<file path="src/rtl/multi_clock_divider.sv">
// Multi-channel programmable clock divider: each channel emits a one-cycle enable
// strobe every (div+1) cycles plus a 50%-duty square wave, with glitch-free divisor updates.
module multi_clock_divider #(
    parameter int NUM_CH = 4,
    parameter int WIDTH  = 16,
    localparam int CH_W  = (NUM_CH > 1) ? $clog2(NUM_CH) : 1
) (
    input  logic              clk,
    input  logic              reset,
    input  logic              cfg_wr,
    input  logic [CH_W-1:0]   cfg_ch,
    input  logic [WIDTH-1:0]  cfg_div,
    input  logic              cfg_en,
    input  logic              sync,
    output logic [NUM_CH-1:0] enable_pulse,
    output logic [NUM_CH-1:0] clk_out,
    output logic [NUM_CH-1:0] cfg_pending
);

    localparam logic [WIDTH-1:0] DIV_RESET = '1;

    // Out-of-range channel selects (possible when NUM_CH is not a power of two) are dropped.
    logic cfg_ch_ok;
    assign cfg_ch_ok = (int'(cfg_ch) < NUM_CH);

    for (genvar i = 0; i < NUM_CH; i++) begin : g_ch
        logic [WIDTH-1:0] count;
        logic [WIDTH-1:0] active_div;
        logic [WIDTH-1:0] shadow_div;
        logic             en;
        logic             pending;
        logic             sq;
        logic             wr_hit;
        logic             terminal;

        assign wr_hit   = cfg_wr & cfg_ch_ok & (int'(cfg_ch) == i);
        assign terminal = en & (count == active_div);

        always_ff @(posedge clk) begin
            if (reset) begin
                count      <= '0;
                active_div <= DIV_RESET;
                shadow_div <= DIV_RESET;
                en         <= 1'b1;
                pending    <= 1'b0;
                sq         <= 1'b0;
            end else if (wr_hit && !cfg_en) begin
                en         <= 1'b0;
                count      <= '0;
                sq         <= 1'b0;
                pending    <= 1'b0;
                active_div <= cfg_div;
                shadow_div <= cfg_div;
            end else if (wr_hit && !en) begin
                en         <= 1'b1;
                count      <= '0;
                pending    <= 1'b0;
                active_div <= cfg_div;
                shadow_div <= cfg_div;
            end else if (en) begin
                if (sync || terminal) begin
                    // Period boundary: the only point where a new divisor may take effect.
                    count <= '0;
                    sq    <= sync ? 1'b0 : ~sq;
                    if (wr_hit) begin
                        active_div <= cfg_div;
                        shadow_div <= cfg_div;
                        pending    <= 1'b0;
                    end else if (pending) begin
                        active_div <= shadow_div;
                        pending    <= 1'b0;
                    end
                end else begin
                    count <= count + WIDTH'(1);
                    if (wr_hit) begin
                        shadow_div <= cfg_div;
                        pending    <= 1'b1;
                    end
                end
            end
        end

        assign enable_pulse[i] = terminal;
        assign clk_out[i]      = sq;
        assign cfg_pending[i]  = pending;
    end

endmodule

</file>
<file path="config.mk">
export PLATFORM = sky130hd
export DESIGN_NAME = multi_clock_divider
export DESIGN_NICKNAME = d
export VERILOG_FILES = /design/src/rtl/multi_clock_divider.sv
export SDC_FILE = /design/constraint.sdc
export NUM_CORES = 1
export LEC_CHECK = 0
export ABC_AREA = 0
export CAP_MARGIN = 5
export CELL_PAD_IN_SITES_DETAIL_PLACEMENT = 1
export CELL_PAD_IN_SITES_GLOBAL_PLACEMENT = 2
export CORE_MARGIN = 4
export CORE_UTILIZATION = 39
export DETAILED_ROUTE_END_ITERATION = 8
export HOLD_SLACK_MARGIN = 0.15
export PLACE_DENSITY = 0.83
export SYNTH_ARGS = -nofsm -noshare
export SYNTH_HDL_FRONTEND = slang
export SYNTH_SLANG_ARGS = --single-unit
</file>
<file path="constraint.sdc">
create_clock -name clk -period 2.3 [get_ports clk]
set_input_delay 0.575 -clock clk [delete_from_list [all_inputs] [get_ports clk]]
set_output_delay 0.575 -clock clk [all_outputs]
set_load 0.02 [all_outputs]
</file>
* Word-level counts from Yosys, hierarchy flattened
Index checks and enable logic that the tools add are counted.
** Word-level totals
- Register bits :: 204
- Bits of input ports :: 23
- Output and inout bits :: 12
- Logic and storage cells :: 181
** Cells by class
- $add $sub $neg :: 4
- Equality and inequality tests :: 7
- Muxes and demuxes :: 64
- Bitwise gates (word level) :: 16
- Reduce and logical (&&, ||, !) cells :: 66
** Operators by type and width (count)
- $mux 16 :: 44
- $add 16x1->16 const B :: 4
- $eq 16x16->1 :: 4
- $reduce_bool 3->1 :: 12
- $reduce_and 3->1 :: 8
- $mux 1 :: 20
- $reduce_and 2->1 :: 8
- $reduce_bool 2->1 :: 8
- $reduce_bool 4->1 :: 4
- $reduce_or 3->1 :: 4
- $and 1x1->1 :: 8
- $logic_and 1x1->1 :: 8
- $not 1->1 :: 8
- $reduce_or 2->1 :: 4
- $logic_not 1->1 :: 5
- $eq 2x2->1 const B :: 2
- $logic_or 1x1->1 :: 4
- $eq 2x1->1 const B :: 1
- $logic_not 2->1 :: 1

* Depth between registers and ports, before layout
Gate-level depths: netlist of run 1.
- Depth after elaboration :: 7
- Gate-level depth with buffers :: 7
- Depth with buffers taken out :: 6

* Worst setup path before layout of run 1
No wires, ideal clock.
- Path type :: input -> register
- Start point :: in cfg_wr
- End point :: reg g_ch[3].active_div[10]
- Setup time :: 121 ps
- Arrival :: 1997 ps
- Path slack :: 182 ps
- Stages on the path :: 7
- Path buffers :: 2
- Cell sequence :: and3_1 clkbuf_1 nor2_1 nor2b_1 a211oi_4 buf_6 mux2_4
** On the way
- Cells in the longest elaborated chain, start to end :: 6
- Elaborated cells on any way between the ends :: 12
** Ends and longest elaborated chain
- from (decl) :: RTL line 10 : input logic cfg_wr,
- $and 1x1->1 * :: RTL line 36 : assign wr_hit = cfg_wr & cfg_ch_ok & (int'(cfg_ch) == i);
- $mux 16 :: RTL line 65 : if (wr_hit) begin
- $mux 16 :: RTL line 61 : if (sync || terminal) begin
- $mux 16 :: RTL line 60 : end else if (en) begin
- $mux 16 :: RTL line 54 : end else if (wr_hit && !en) begin
- $mux 16 :: RTL line 47 : end else if (wr_hit && !cfg_en) begin
- to (signal assigned) :: RTL line 52 : active_div <= cfg_div;
- to (signal assigned) :: RTL line 58 : active_div <= cfg_div;
- to (signal assigned) :: RTL line 66 : active_div <= cfg_div;
- to (decl) :: RTL line 28 : logic [WIDTH-1:0] active_div;
Every way passes the cells marked *; elsewhere a longest branch is shown, timed or not. The select of a mux whose other input is x is not followed.
A chain may end at the register's enable or synchronous reset.

* Worst setup path after layout of run 1
- Start point :: reg g_ch[1].active_div[11]
- End point :: out enable_pulse[1]
** On the way
- Cells in the longest elaborated chain, start to end :: 2
** Ends and longest elaborated chain
- from (decl) :: RTL line 28
- from (signal assigned) :: RTL line 52
- from (signal assigned) :: RTL line 58
- from (signal assigned) :: RTL line 66
- $eq 16x16->1 :: RTL line 37 : assign terminal = en & (count == active_div);
- $and 1x1->1 :: RTL line 37
- to (decl) :: RTL line 15 : output logic [NUM_CH-1:0] enable_pulse,
No other way between the ends.

==> out/qor.csv, run 1 <==
stage,metric,value,unit
status,outcome,"finished, violations left",
status,violations,negative setup slack,
sta,max_slew_margin,59.38,%
final_layout,nFillCells,2592,
power_and_ir_drop,power.share.clock,45.3,%
global_route,grt_usage,18.96,%
global_route,grt_util_met1,25.58,%
logic_synthesis,avgSynthCellArea,9.492,um^2
final_layout,areaGrowthSynthToFinish,25.86,%
logic_synthesis,synth_edf_count,0,
clock_network,h-tree-depth,1,
logic_synthesis,ys_warn_count,0,
routing,routedWlPerCell,17.29,um
die,core,0.02292,mm^2
global_route,met2_usage,32.44,%
sta,hold_ws,0.4677,ns
power_and_ir_drop,p_int,6035,uW
clock_network,cts-root-buf,clkbuf_16,
logic_synthesis,yosysUniqueCellTypes,44,
clock_network,numCtsBuffers,23,
global_route,grt-ovfl-total,0,
sta,skew,0.006496,ns
power_and_ir_drop,p_per_area,680.9,mW/mm^2
logic_synthesis,postSynthCellCount,966,
sta,tightestPinTransition,0.6092,ns
sta,hold_violations,0,
power_and_ir_drop,p_leak,0.004584,uW
clock_network,clkTransAtPathRegs,0.06,ns
placed_design,dp_worst_setup_slack,-0.3342,ns
clock_network,cts.path.max_buffers,3,
die,die_w,161.3,um
die,die_area,0.02603,mm^2
sta,layout_setup_ws,-0.1658,ns
flow_run,maxCapViolations,0,
setup_path,cp.arrival,1.89,ns
placed_design,place_congestion,0.7814,
logic_synthesis,syn_area,0.009169,mm^2
die,pin_count,35,
die,die_y,161.3,um
placed_design,hpwl,17280,um
logic_synthesis,synth-seq-cells,204,
die,initial_core_util,40.01,%
logic_synthesis,synth_ff_type,dfxtp_1,
logic_synthesis,synthArstFlopShare,0,%
routing,drt_iter0_drc,290,
routing,drc,0,
global_route,grtUsageMet3,2.705,%
power_and_ir_drop,power_frac_seq,46.7,%
global_route,grt_max_degree,66,
power_and_ir_drop,power_switching_share,23.20,%
global_route,antenna_found_initial,0,
power_and_ir_drop,ir_worst_vdd,0.0004231,V
logic_synthesis,yosysSeqAreaShare,44.54,%
sta,setup_viol,4,
final_layout,final_core_util,50.36,%
clock_network,cts_tree,built,
routing,drt-pass1-iter-count,4,
global_route,grt_pass1_vias,7388,
global_route,grt_pass1_wl,40120,um
setup_path,critPathCaptureType,output port,
setup_path,crit_fanout,2,
final_layout,drive_gt1_share,31.03,%
power_and_ir_drop,p_switching,1823,uW
routing,avgViaCountPerCell,4.884,
die,rows,55,
setup_path,start_kind,flip-flop,
final_layout,finalNetCount,1123,
placed_design,port-buffer-count,34,
logic_synthesis,synth_nets,993,
sta,rsz0062_at_grt,yes,
routing,wl,24640,um
clock_network,clk_latency,0.50,ns
setup_path,worst_ep_required_time,1.73,ns
sta,fmaxAchievable,0.4055,GHz
sta,fin_crit,2.466,ns
sta,slew_viol_final,0,
routing,via_count,6960,
clock_network,clock_sinks,204,
setup_path,crit_type,flip-flop to output port,
power_and_ir_drop,combinationalPowerShare,7.9,%
routing,final_antenna_net_count,0,
global_route,grt.busiest_layer,met2,
min_path,min_path_type,flip-flop to flip-flop,
final_layout,diodes,0,
sta,timing.final.crit_share,107.2,%
cell families (layout without fill, tap and decap cells):
kind of cell	after synthesis	count (layout)	share of synthesized area, %
mux	68	68	9.525
buf+inv	63	209	3.412
xor+xnor	124	124	11.84
simple gates	454	454	25.50
fa+ha+maj	4	4	0.5459
compound gates	49	49	4.626
flops	204	204	44.54
layer usage:
layer	share of wire (%)	wire length [um]	vias up
li1	-	-	3475
met1	47	11550	3378
met2	48	11880	76
met3	2.9	714	31
met4	2.0	490	0
met5	0	0	-
cell usage in the layout (no fill, tap or decap), types with 16 or more instances in the layout:
cell type / count
buf_4: 120
nand2_1: 137
nor2_1: 90
clkbuf_16: 24
nand4_1: 16
nand3_1: 31
mux2_4: 30
or2_2: 66
dfxtp_2: 27
xnor2_1: 51
dfxtp_1: 177
mux2_2: 34
nor2b_1: 24
xor2_1: 69
clkdlybuf4s50_1: 29
nand3b_1: 49
a211o_1: 21
sequential cells by signal, summed over array words and instances (netlist names):
name and cells:
g_ch.pending 4, g_ch.en 4, g_ch.count 64, g_ch.sq 4, g_ch.active_div 64, g_ch.shadow_div 64
worst paths after layout:
path,endpoint,start,cells after the start,slack [ns]
max,enable_pulse[1],g_ch[1].active_div[11],6,-0.17
min,g_ch[2].shadow_div[12],g_ch[2].shadow_div[12],2,0.47
max reg2reg,g_ch[1].active_div[11],g_ch[1].active_div[11],9,0.04
min reg2reg,g_ch[2].shadow_div[12],g_ch[2].shadow_div[12],2,0.47
stage by stage:
step | cell area (um^2) | cells | TNS (ns) | total power (uW)
3_3_place_gp | 10610 | 1376 | -20.53 | 4343
5_1_grt | 11540 | 1425 | -2.569 | 8174
3_5_place_dp | 10610 | 1376 | -24.73 | 4359
6_report | 11540 | 1425 | -0.4578 | 7857
4_1_cts | 11470 | 1424 | -0.5179 | 7949
2_1_floorplan | 9169 | 966 | 0 | 4086
synth_stat cells, types with 2 or more instances:
cell       instances  area share (%)
nor3_1             5            0.27
o21ai_2            2            0.19
nor3b_1            3            0.25
o21bai_1           3            0.25
a21oi_1            9            0.49
nand2b_1           2            0.14
xnor2_1           55             5.3
nor2b_1           24             1.6
buf_4             12            0.98
xor2_1            69             6.6
a211o_1           21             2.0
buf_2              7            0.38
mux2_2            34             4.2
nand3_1           31             1.7
a2bb2oi_1          2            0.19
mux2_4            30             4.9
nand3b_1          49             4.0
nand2_1          137             5.6
and3_1            14            0.96
mux2i_1            4            0.44
clkbuf_1          33             1.4
buf_6              3            0.37
ha_1               4            0.55
dfxtp_1          204              45
nor4_1             7            0.48
o41ai_1            2            0.19
and2_1             2            0.14
nor4_4             2            0.46
or2_2             66             4.5
and4_1             4            0.38
a211oi_1           3            0.25
inv_1              7            0.29
nor2_1            90             3.7
nand4_1           16             1.1
power by group through the flow:
stage | combinational [uW] | sequential (uW) | clock [uW]
floorplan | 344 | 3740 | 0
global placement | 599 | 3740 | 0
detailed placement | 610 | 3750 | 0
CTS | 621 | 3670 | 3660
global route | 680 | 3680 | 3810
finish | 624 | 3670 | 3560
final cells by class:
cell class | count | area (um^2) | share of cell area, %
repair buffers | 161 | 1410 | 12.22
clock inverters | 6 | 55.05 | 0.4771
clock buffers | 35 | 670.6 | 5.812
flip-flops and latches | 204 | 4118 | 35.68
multi-input cells | 699 | 4868 | 42.19
inverters | 7 | 26.28 | 0.2277
well taps | 313 | 391.6 | 3.394
what timing repair did:
action | in CTS | in global routing
pin swaps | 17 | 6
buffers inserted | 7 | 2
hold buffers | 0 | 0
gates cloned | 0 | 1
resized for setup | 53 | 11
setup endpoints to repair | 4 | 52
worst max-delay path, stage by stage, from the launching register on:
cell	delay, ns
dfxtp_1	0.32
xor2_1	0.17
nor4_2	0.28
nand2_1	0.14
nor4_2	0.19
buf_4	0.18
buf_6	0.11
Power figures use the tool's default switching activity.
==> inputs of run 2 (changes only) <==
- CAP_MARGIN: 5 -> unset
==> results of run 2 <==
Same layout as run 1: the final DEF is identical, and so are final timing and power.
